$ cat src/rtl/ifetch_unit_if.sv
// Instruction-memory request/acknowledge bus between the fetch unit and memory.
interface ifetch_unit_if;
  logic        imem_req;
  logic [31:0] imem_addr;
  logic        imem_ack;
  logic [31:0] imem_rdata;

  modport master (
    output imem_req,
    output imem_addr,
    input  imem_ack,
    input  imem_rdata
  );

  modport slave (
    input  imem_req,
    input  imem_addr,
    output imem_ack,
    output imem_rdata
  );
endinterface

$ cat src/rtl/ifetch_unit.sv
// Instruction fetch unit: a one-entry instruction buffer in front of a
// handshaked instruction memory. A buffer hit returns the word combinationally.
// A miss stalls the pipeline while the word is fetched. Flushes and timeouts
// abandon the outstanding fetch.
module ifetch_unit #(
  parameter int unsigned TIMEOUT  = 16,
  parameter logic [31:0] NOP_WORD = 32'h00000000
) (
  input  logic                 clk,
  input  logic                 rst,
  input  logic [31:0]          pc,
  input  logic                 flush,
  output logic [31:0]          instr,
  output logic                 instr_valid,
  output logic                 stall,
  output logic                 misalign,
  output logic                 bus_err,
  ifetch_unit_if.master        imem
);

  localparam int unsigned   CntW    = (TIMEOUT > 1) ? $clog2(TIMEOUT) : 1;
  localparam logic [CntW-1:0] CntLast = CntW'(TIMEOUT - 1);

  typedef enum logic [1:0] {StIdle, StWait, StDrain} state_e;

  state_e            state_q, state_d;
  logic              tag_valid_q, tag_valid_d;
  logic [31:0]       tag_addr_q, tag_addr_d;
  logic [31:0]       instr_q, instr_d;
  logic [31:0]       req_addr_q, req_addr_d;
  logic [CntW-1:0]   wcnt_q, wcnt_d;
  logic              bus_err_q, bus_err_d;
  logic              hit;

  // Hit detection and the pipeline-facing outputs.
  always_comb begin
    misalign       = (pc[1:0] != 2'b00);
    hit            = tag_valid_q && (tag_addr_q == pc) && !misalign && !flush;
    instr          = hit ? instr_q : NOP_WORD;
    instr_valid    = hit;
    stall          = !hit;
    bus_err        = bus_err_q;
    imem.imem_req  = (state_q != StIdle);
    imem.imem_addr = req_addr_q;
  end

  // Fetch FSM next state, buffer update and timeout tracking.
  always_comb begin
    state_d     = state_q;
    tag_valid_d = tag_valid_q;
    tag_addr_d  = tag_addr_q;
    instr_d     = instr_q;
    req_addr_d  = req_addr_q;
    wcnt_d      = wcnt_q;
    bus_err_d   = bus_err_q;

    case (state_q)
      StIdle: begin
        // Misaligned PCs and flush cycles never start a fetch.
        if (!hit && !misalign && !flush) begin
          state_d    = StWait;
          req_addr_d = pc;
          wcnt_d     = '0;
        end
      end
      StWait: begin
        if (imem.imem_ack) begin
          state_d = StIdle;
          if (!flush) begin
            tag_valid_d = 1'b1;
            tag_addr_d  = req_addr_q;
            instr_d     = imem.imem_rdata;
          end
        end else if (wcnt_q == CntLast) begin
          state_d   = StIdle;
          bus_err_d = 1'b1;
        end else begin
          wcnt_d = wcnt_q + 1'b1;
          // The memory still owes us an ack; swallow it in DRAIN.
          if (flush) state_d = StDrain;
        end
      end
      StDrain: begin
        if (imem.imem_ack) begin
          state_d = StIdle;
        end else if (wcnt_q == CntLast) begin
          state_d   = StIdle;
          bus_err_d = 1'b1;
        end else begin
          wcnt_d = wcnt_q + 1'b1;
        end
      end
      default: state_d = StIdle;
    endcase

    // A flush always wins over a same-cycle buffer fill.
    if (flush) tag_valid_d = 1'b0;
  end

  // State registers with synchronous reset.
  always_ff @(posedge clk) begin
    if (rst) begin
      state_q     <= StIdle;
      tag_valid_q <= 1'b0;
      tag_addr_q  <= '0;
      instr_q     <= '0;
      req_addr_q  <= '0;
      wcnt_q      <= '0;
      bus_err_q   <= 1'b0;
    end else begin
      state_q     <= state_d;
      tag_valid_q <= tag_valid_d;
      tag_addr_q  <= tag_addr_d;
      instr_q     <= instr_d;
      req_addr_q  <= req_addr_d;
      wcnt_q      <= wcnt_d;
      bus_err_q   <= bus_err_d;
    end
  end

endmodule
$ cat src/flat_wrapper.sv
// flat-port wrapper written by rule: the top's interface ports become plain ports
module ifetch_unit_flat 
#(
  parameter int unsigned TIMEOUT  = 16,
  parameter logic [31:0] NOP_WORD = 32'h00000000
)
  (clk, rst, pc, flush, instr, instr_valid, stall, misalign, bus_err, imem_imem_req, imem_imem_addr, imem_imem_ack, imem_imem_rdata);
  ifetch_unit_if imem_i ();
  input  logic clk;
  input  logic rst;
  input  logic [31:0] pc;
  input  logic flush;
  output logic [31:0] instr;
  output logic instr_valid;
  output logic stall;
  output logic misalign;
  output logic bus_err;
  output wire logic [$bits(imem_i.imem_req)-1:0] imem_imem_req;
  output wire logic [$bits(imem_i.imem_addr)-1:0] imem_imem_addr;
  input wire logic [$bits(imem_i.imem_ack)-1:0] imem_imem_ack;
  input wire logic [$bits(imem_i.imem_rdata)-1:0] imem_imem_rdata;
  assign imem_imem_req = imem_i.imem_req;
  assign imem_imem_addr = imem_i.imem_addr;
  assign imem_i.imem_ack = imem_imem_ack;
  assign imem_i.imem_rdata = imem_imem_rdata;
  ifetch_unit #(.TIMEOUT(TIMEOUT), .NOP_WORD(NOP_WORD)) u_core (.clk(clk), .rst(rst), .pc(pc), .flush(flush), .instr(instr), .instr_valid(instr_valid), .stall(stall), .misalign(misalign), .bus_err(bus_err), .imem(imem_i));
endmodule
$ cat config.mk
export PLATFORM = sky130hd
export DESIGN_NAME = ifetch_unit_flat
export DESIGN_NICKNAME = d
export VERILOG_FILES = /design/src/rtl/ifetch_unit_if.sv /design/src/rtl/ifetch_unit.sv /design/src/flat_wrapper.sv
export SDC_FILE = /design/constraint.sdc
export NUM_CORES = 1
export LEC_CHECK = 0
export ABC_AREA = 1
export CAP_MARGIN = 20
export CORE_MARGIN = 2
export CORE_UTILIZATION = 30
export CTS_BUF_LIST = sky130_fd_sc_hd__clkbuf_4 sky130_fd_sc_hd__clkbuf_8
export CTS_CLUSTER_DIAMETER = 50
export DETAILED_ROUTE_END_ITERATION = 8
export HOLD_SLACK_MARGIN = 0.12
export PLACE_DENSITY = 0.55
export SYNTH_ARGS = -nofsm -noshare
export SYNTH_HDL_FRONTEND = slang
export SYNTH_SLANG_ARGS = --single-unit
$ cat constraint.sdc
create_clock -name clk -period 1.9 [get_ports clk]
set_input_delay 0.38 -clock clk [delete_from_list [all_inputs] [get_ports clk]]
set_output_delay 0.38 -clock clk [all_outputs]
set_load 0.01 [all_outputs]
==> flow_metrics.env, run 1 <==
export IMPL_finalSetupViolations=72
export IMPL_hold_buffers=0
export IMPL_reg2reg_slack_ns=-0.51
export IMPL_path_cells="clkdlybuf4s50_1 -> xor2_1 -> nor4_4 -> nand3b_4 -> buf_6 -> buf_8 -> nor3_2 -> buf_2"
export IMPL_clockBufferDepth=2
export IMPL_grt_util_all_layers=0.1749
export IMPL_gp_congestion=0.8219
export IMPL_violations="setup timing"
export IMPL_ys_ff_latch=104
export IMPL_max_slew_margin_rel=0.5065
export IMPL_rsz0062_at_grt="yes"
export IMPL_ir_drop_mv=0.3285
export IMPL_cp_arrival_ns=2.18
export IMPL_syn2layout_area_growth_pct=61.43
export IMPL_tightest_slew_ns=0.7354
export IMPL_core_area_mm2=0.01594
export IMPL_first_pass_iters=4
export IMPL_cts_tree="built"
export IMPL_yosysUniqueCellTypes=34
export IMPL_wl_met3_um=832
export IMPL_wirelength_um=16040
export IMPL_yosysSeqAreaShare=0.4247
export IMPL_synth_top_area_frac=0.4247
export IMPL_clock_skew_ns=0.009633
export IMPL_synth_ff_type="dfxtp_1"
export IMPL_avgSynthCellArea_um2=7.450
export IMPL_synth_edff_count=0
export IMPL_fmax_mhz=390.7
export IMPL_placed_cell_area_mm2=0.006800
export IMPL_clockPowerShare=0.316
export IMPL_hp_class="primary input to flop"
export IMPL_seqPwrFrac=0.446
export IMPL_power_frac_comb=0.238
export IMPL_cp_slowest_cell="clkdlybuf4s50_1"
export IMPL_wl_met1_um=7032
export IMPL_layout_setup_ws_ns=-0.6593
export IMPL_cp_max_fo=4
export IMPL_grt_pass1_vias=4848
export IMPL_wl_met2_um=7837
export IMPL_internal_power_uw=3914
export IMPL_synth_top_area_cell="dfxtp_1"
export IMPL_status="finished, violations left"
export IMPL_power_share_switching=0.2882
export IMPL_die_height_um=131.8
export IMPL_antenna_left=0
export IMPL_numPortBuffers=136
export IMPL_io_pins=137
export IMPL_p_switching_uw=1585
export IMPL_synth_warnings=0
export IMPL_fin_crit_ns=2.559
export IMPL_start_kind="primary input"
export IMPL_syn_inst=658
export IMPL_syn_num_nets=730
export IMPL_synth_commonest_cells="inv_1 (111), dfxtp_1 (104), a21oi_1 (100), nand2_1 (80), o21ai_0 (69)"
export IMPL_critical_path_max_stage_delay_ns=0.46
export IMPL_grt_max_degree=62
export IMPL_final_util=0.4964
export IMPL_cts_buffers=9
export IMPL_finalMaxSlewViolations=0
export IMPL_min_period_over_period=1.347
export IMPL_endpoint_kind="primary output"
export IMPL_die_area_mm2=0.01738
export IMPL_start_util=0.3075
export IMPL_antenna_cells=0
export IMPL_crit_type="primary input to primary output"
export IMPL_fp_row_count=46
export IMPL_worstHoldPathCells=3
export IMPL_synthesis_area_mm2=0.004902
export IMPL_synthArstFlopShare=0
export IMPL_timing_hold_ws_ns=0.3245
export IMPL_insertion_delay_ns=0.39
export IMPL_required_ns=1.52
export IMPL_p_leak_uw=0.003340
export IMPL_drcViolationCount=0
export IMPL_rr_worst_depth=21
export IMPL_drive_above_1_share=0.3124
export IMPL_synthMostInstantiatedCell="inv_1"
export IMPL_fin_nets=925
export IMPL_htreeDepth=3
export IMPL_timing_hold_violations_final=0
export IMPL_path_clk_slew_ns=0.10
export IMPL_routedWlPerCell_um=14.93
export IMPL_via_count=5025
export IMPL_final_cell_area_mm2=0.007914
export IMPL_ctsRootBufferMaster="clkbuf_8"
export IMPL_drt_iter0_markers=226
export IMPL_p_per_area_mw_per_mm2=694.8
export IMPL_maxCapViolations=0
export IMPL_grt_overflow_total=0
export IMPL_highest_layer="met4"
export IMPL_die_x_um=131.8
export IMPL_yosys_top_cells_area="dfxtp_1 (42%), a21oi_1 (10%), inv_1 (8.5%)"
export IMPL_via_per_inst=4.679
export IMPL_clkSinkCount=104
export IMPL_grt_pass1_wl_um=24630
export IMPL_antenna_found_initial=0
export IMPL_setup_tns_ns=-37.65
export IMPL_place_hpwl_um=10170
critical path, delay by kind of cell:
family	cells	cell delay, ns
xor+xnor	1	0.23
simple gates	3	0.66
buf+inv	4	0.91
power groups by stage:
stage / Combinational, uW / Clock (uW) / Sequential [uW]
3_3_place_gp: 1040 / 0 / 2480
2_1_floorplan: 563 / 0 / 2490
3_5_place_dp: 1070 / 0 / 2490
5_1_grt: 1440 / 1900 / 2470
6_report: 1310 / 1740 / 2450
4_1_cts: 1230 / 1790 / 2450
worst paths after layout:
path	end	startpoint
setup / recovery	instr[9]	pc[7]
hold / removal	u_core.imem.imem_addr[9]	pc[9]
setup reg to reg	u_core.imem.imem_addr[11]	u_core.tag_addr_q[1]
hold reg to reg	u_core.imem.imem_addr[0]	u_core.imem.imem_addr[0]
flip-flops by register name, indices dropped and copies added, names as in the netlist:
register and flops:
u_core.imem.imem_addr 32, u_core.wcnt_q 4, u_core.bus_err 1, u_core.state_q 2, u_core.tag_valid_q 1, u_core.instr_q 32
u_core.tag_addr_q 32
area by class of cell:
class	count	area [um^2]
multi-input combinational	406	2655
fill	1547	8029
tap	216	270.3
timing repair buffer	219	2222
sequential	104	2088
clock buffer	11	151.4
clock inverter	5	102.6
inverter	113	424.2
what timing repair did:
action | in CTS | in global routing
gates cloned | 8 | 6
pin swaps | 22 | 34
resized for setup | 225 | 86
endpoints found under the setup margin | 70 | 73
setup buffers | 34 | 10
hold endpoints to repair | 0 | 0
per-stage QoR:
stage                     instances  total power (uW)  worst slack (ns)
after floorplan                 658              3055           0.06472
after global placement         1021              3527            -1.086
after CTS                      1071              5467           -0.8952
after global routing           1074              5812           -0.7887
after detailed placement       1021              3565            -1.129
final                          1074              5498           -0.6593
logic make-up (layout without fill, tap and decap cells):
logic type / after synthesis / after routing / synth area share
buf+inv: 149 / 348 / 0.1271
compound gates: 204 / 204 / 0.2108
simple gates: 182 / 183 / 0.2004
xor+xnor: 15 / 15 / 0.02680
flops: 104 / 104 / 0.4247
fa+ha+maj: 4 / 4 / 0.01021
cell usage in the layout (no fill, tap or decap), types with 10 or more instances in the layout:
cell | Yosys | final
buf_4 | 1 | 42
o21ai_2 | 0 | 25
nand3_1 | 16 | 12
nand2_1 | 80 | 67
a21oi_1 | 100 | 81
clkbuf_8 | 0 | 11
buf_6 | 7 | 22
nor3_2 | 30 | 27
dlymetal6s2s_1 | 0 | 17
o21ai_0 | 69 | 65
inv_1 | 111 | 108
buf_12 | 0 | 11
nor2_1 | 32 | 28
nand2_2 | 1 | 10
dfxtp_1 | 104 | 99
clkdlybuf4s50_1 | 0 | 74
dlygate4sd2_1 | 0 | 10
buf_2 | 6 | 33
a21oi_2 | 0 | 19
layer usage:
metal / GRT usage / vias to the layer above
li1: - / 2522
met1: 0.2185 / 2350
met2: 0.2914 / 134
met3: 0.04421 / 19
met4: 0.06522 / 0
met5: 0 / -
No activity file was read; power rests on OpenSTA's default activity.
==> run 2: changes to the inputs <==
--- a/config.mk
+++ b/config.mk
@@ -14,6 +14,8 @@
 export DETAILED_ROUTE_END_ITERATION = 8
 export HOLD_SLACK_MARGIN = 0.12
 export PLACE_DENSITY = 0.55
+export SETUP_SLACK_MARGIN = 0.5
+export SKIP_CTS_REPAIR_TIMING = 1
 export SYNTH_ARGS = -nofsm -noshare
 export SYNTH_HDL_FRONTEND = slang
 export SYNTH_SLANG_ARGS = --single-unit
==> constraint.sdc (replaced) <==
create_clock -name clk -period 1.9 [get_ports clk]
set_input_delay 0.38 -clock clk [delete_from_list [all_inputs] [get_ports clk]]
set_output_delay 0.38 -clock clk [all_outputs]
set_load 0.02 [all_outputs]
==> flow_metrics.env, run 2 (same netlist as run 1, synthesis figures left out) <==
export IMPL_status="finished, violations left"
export IMPL_violations="setup timing"
export IMPL_grt_pass1_vias=4340
export IMPL_r2r_end="u_core.state_q[1]"
export IMPL_grt_overflow_total=0
export IMPL_internal_power_uw=3884
export IMPL_insertion_delay_ns=0.39
export IMPL_crit_end="stall"
export IMPL_crit_start="pc[6]"
export IMPL_die_height_um=131.8
export IMPL_required_ns=1.52
export IMPL_crit_type="primary input to primary output"
export IMPL_cts_tree="built"
export IMPL_ctsRootBufferMaster="clkbuf_8"
export IMPL_cts_buffers=9
export IMPL_clock_skew_ns=0.02215
export IMPL_cp_arrival_ns=2.38
export IMPL_fin_nets=918
export IMPL_rr_worst_depth=15
export IMPL_routedWlPerCell_um=16.37
export IMPL_rsz0062_at_grt="yes"
export IMPL_power_frac_comb=0.274
export IMPL_htreeDepth=3
export IMPL_timing_rr_start="u_core.tag_addr_q[27]"
export IMPL_fp_row_count=46
export IMPL_drt_iter0_markers=312
export IMPL_p_total_uw=5627
export IMPL_final_util=0.5328
export IMPL_via_per_inst=4.743
export IMPL_clockPowerShare=0.289
export IMPL_layout_common_cells="inv_1 (105), dfxtp_1 (94), nand2_1 (70), a21oi_1 (63), dlymetal6s2s_1 (45)"
export IMPL_drive_above_1_share=0.3514
export IMPL_power_share_switching=0.3098
export IMPL_grt_max_degree=69
export IMPL_path_clk_slew_ns=0.11
export IMPL_layout_commonest_cell="inv_1"
export IMPL_fin_cells=1068
export IMPL_met1_usage=0.1951
export IMPL_ir_drop_mv=0.4093
export IMPL_dp_cells=1018
export IMPL_timing_hold_violations_final=0
export IMPL_place_hpwl_um=10230
export IMPL_endpoint_kind="primary output"
export IMPL_min_period_over_period=1.454
export IMPL_syn2layout_area_growth_pct=73.28
export IMPL_gp_congestion=0.7916
export IMPL_cp_max_fo=6
export IMPL_core_area_mm2=0.01594
export IMPL_p_switching_uw=1744
export IMPL_grt_use_met3=0.04268
export IMPL_wirelength_um=17480
export IMPL_start_kind="primary input"
export IMPL_start_util=0.3075
export IMPL_max_slew_margin_rel=0.6277
export IMPL_grt_use_met2=0.2525
export IMPL_antenna_found_initial=2
export IMPL_grt_util_all_layers=0.1530
export IMPL_fin_crit_ns=2.762
export IMPL_seqPwrFrac=0.437
export IMPL_grt_pass1_wl_um=21420
export IMPL_gr_max_usage_layer="met2"
export IMPL_timing_hold_ws_ns=0.3431
export IMPL_maxCapViolations=0
export IMPL_clkSinkCount=104
export IMPL_tightest_slew_ns=0.5584
export IMPL_hp_class="primary input to flop"
export IMPL_fmax_mhz=362.0
export IMPL_die_x_um=131.8
export IMPL_drcViolationCount=0
export IMPL_io_pins=137
export IMPL_die_area_mm2=0.01738
export IMPL_clockBufferDepth=2
export IMPL_numPortBuffers=136
export IMPL_setup_tns_ns=-25.96
export IMPL_p_per_area_mw_per_mm2=662.5
export IMPL_p_leak_uw=0.004240
export IMPL_layout_setup_ws_ns=-0.8623
export IMPL_via_count=5065
export IMPL_antenna_left=0
export IMPL_first_pass_iters=4
export IMPL_reg2reg_slack_ns=0
export IMPL_finalMaxSlewViolations=0
export IMPL_finalSetupViolations=37
run 2: area by class of cell:
| class | count | area, um^2 |
|---|---|---|
| fillers | 1447 | 7448 |
| multi-input cells | 407 | 2997 |
| repair buffers | 211 | 2429 |
| flip-flops and latches | 104 | 2097 |
| inverters | 113 | 464.2 |
| well taps | 216 | 270.3 |
| clock buffers | 12 | 158.9 |
| clock inverters | 4 | 76.32 |
| diodes | 1 | 2.502 |
run 2: metal layers:
metal | up-vias | routed length, um
met1 | 2382 | 7539
met5 | - | 13
met3 | 20 | 760
li1 | 2516 | -
met4 | 2 | 272
met2 | 145 | 8894
run 2: power groups by stage:
stage | Combinational, uW | Clock, uW | Sequential, uW
after floorplan | 629 | 0 | 2530
after global placement | 1130 | 0 | 2490
after detailed placement | 1160 | 0 | 2490
after CTS | 1170 | 1670 | 2440
after global routing | 1660 | 1760 | 2480
final | 1540 | 1630 | 2460
run 2: worst min-delay path by stage:
| stage | start | to | slack, ns | cells after the start |
|---|---|---|---|---|
| 2_1_floorplan | u_core.tag_addr_q[0] | u_core.tag_addr_q[0] | 0.44 | 2 |
| 3_3_place_gp | u_core.imem.imem_addr[0] | u_core.imem.imem_addr[0] | 0.45 | 2 |
| 6_report | pc[19] | u_core.imem.imem_addr[19] | 0.34 | 3 |
| 4_1_cts | u_core.imem.imem_addr[21] | u_core.tag_addr_q[21] | 0.46 | 2 |
| 3_5_place_dp | u_core.imem.imem_addr[1] | u_core.imem.imem_addr[1] | 0.45 | 2 |
| 5_1_grt | pc[19] | u_core.imem.imem_addr[19] | 0.35 | 3 |
run 2: stage by stage:
stage,worst slack (ns),instance area (um^2)
finish,-0.8623,8494
global route,-1.001,8492
CTS,-1.278,7316
detailed placement,-1.265,7081
global placement,-1.237,7081
floorplan,-0.05392,5201
run 2: critical path: stages:
cell             delay [ns]
clkdlybuf4s50_1        0.43
buf_4                  0.15
nand2_1                0.08
nand4_1                0.10
nor4_1                 0.27
buf_4                  0.17
nand3b_4               0.18
buf_4                  0.21
buf_6                  0.11
nor2_4                 0.10
inv_2                  0.05
buf_6                  0.12
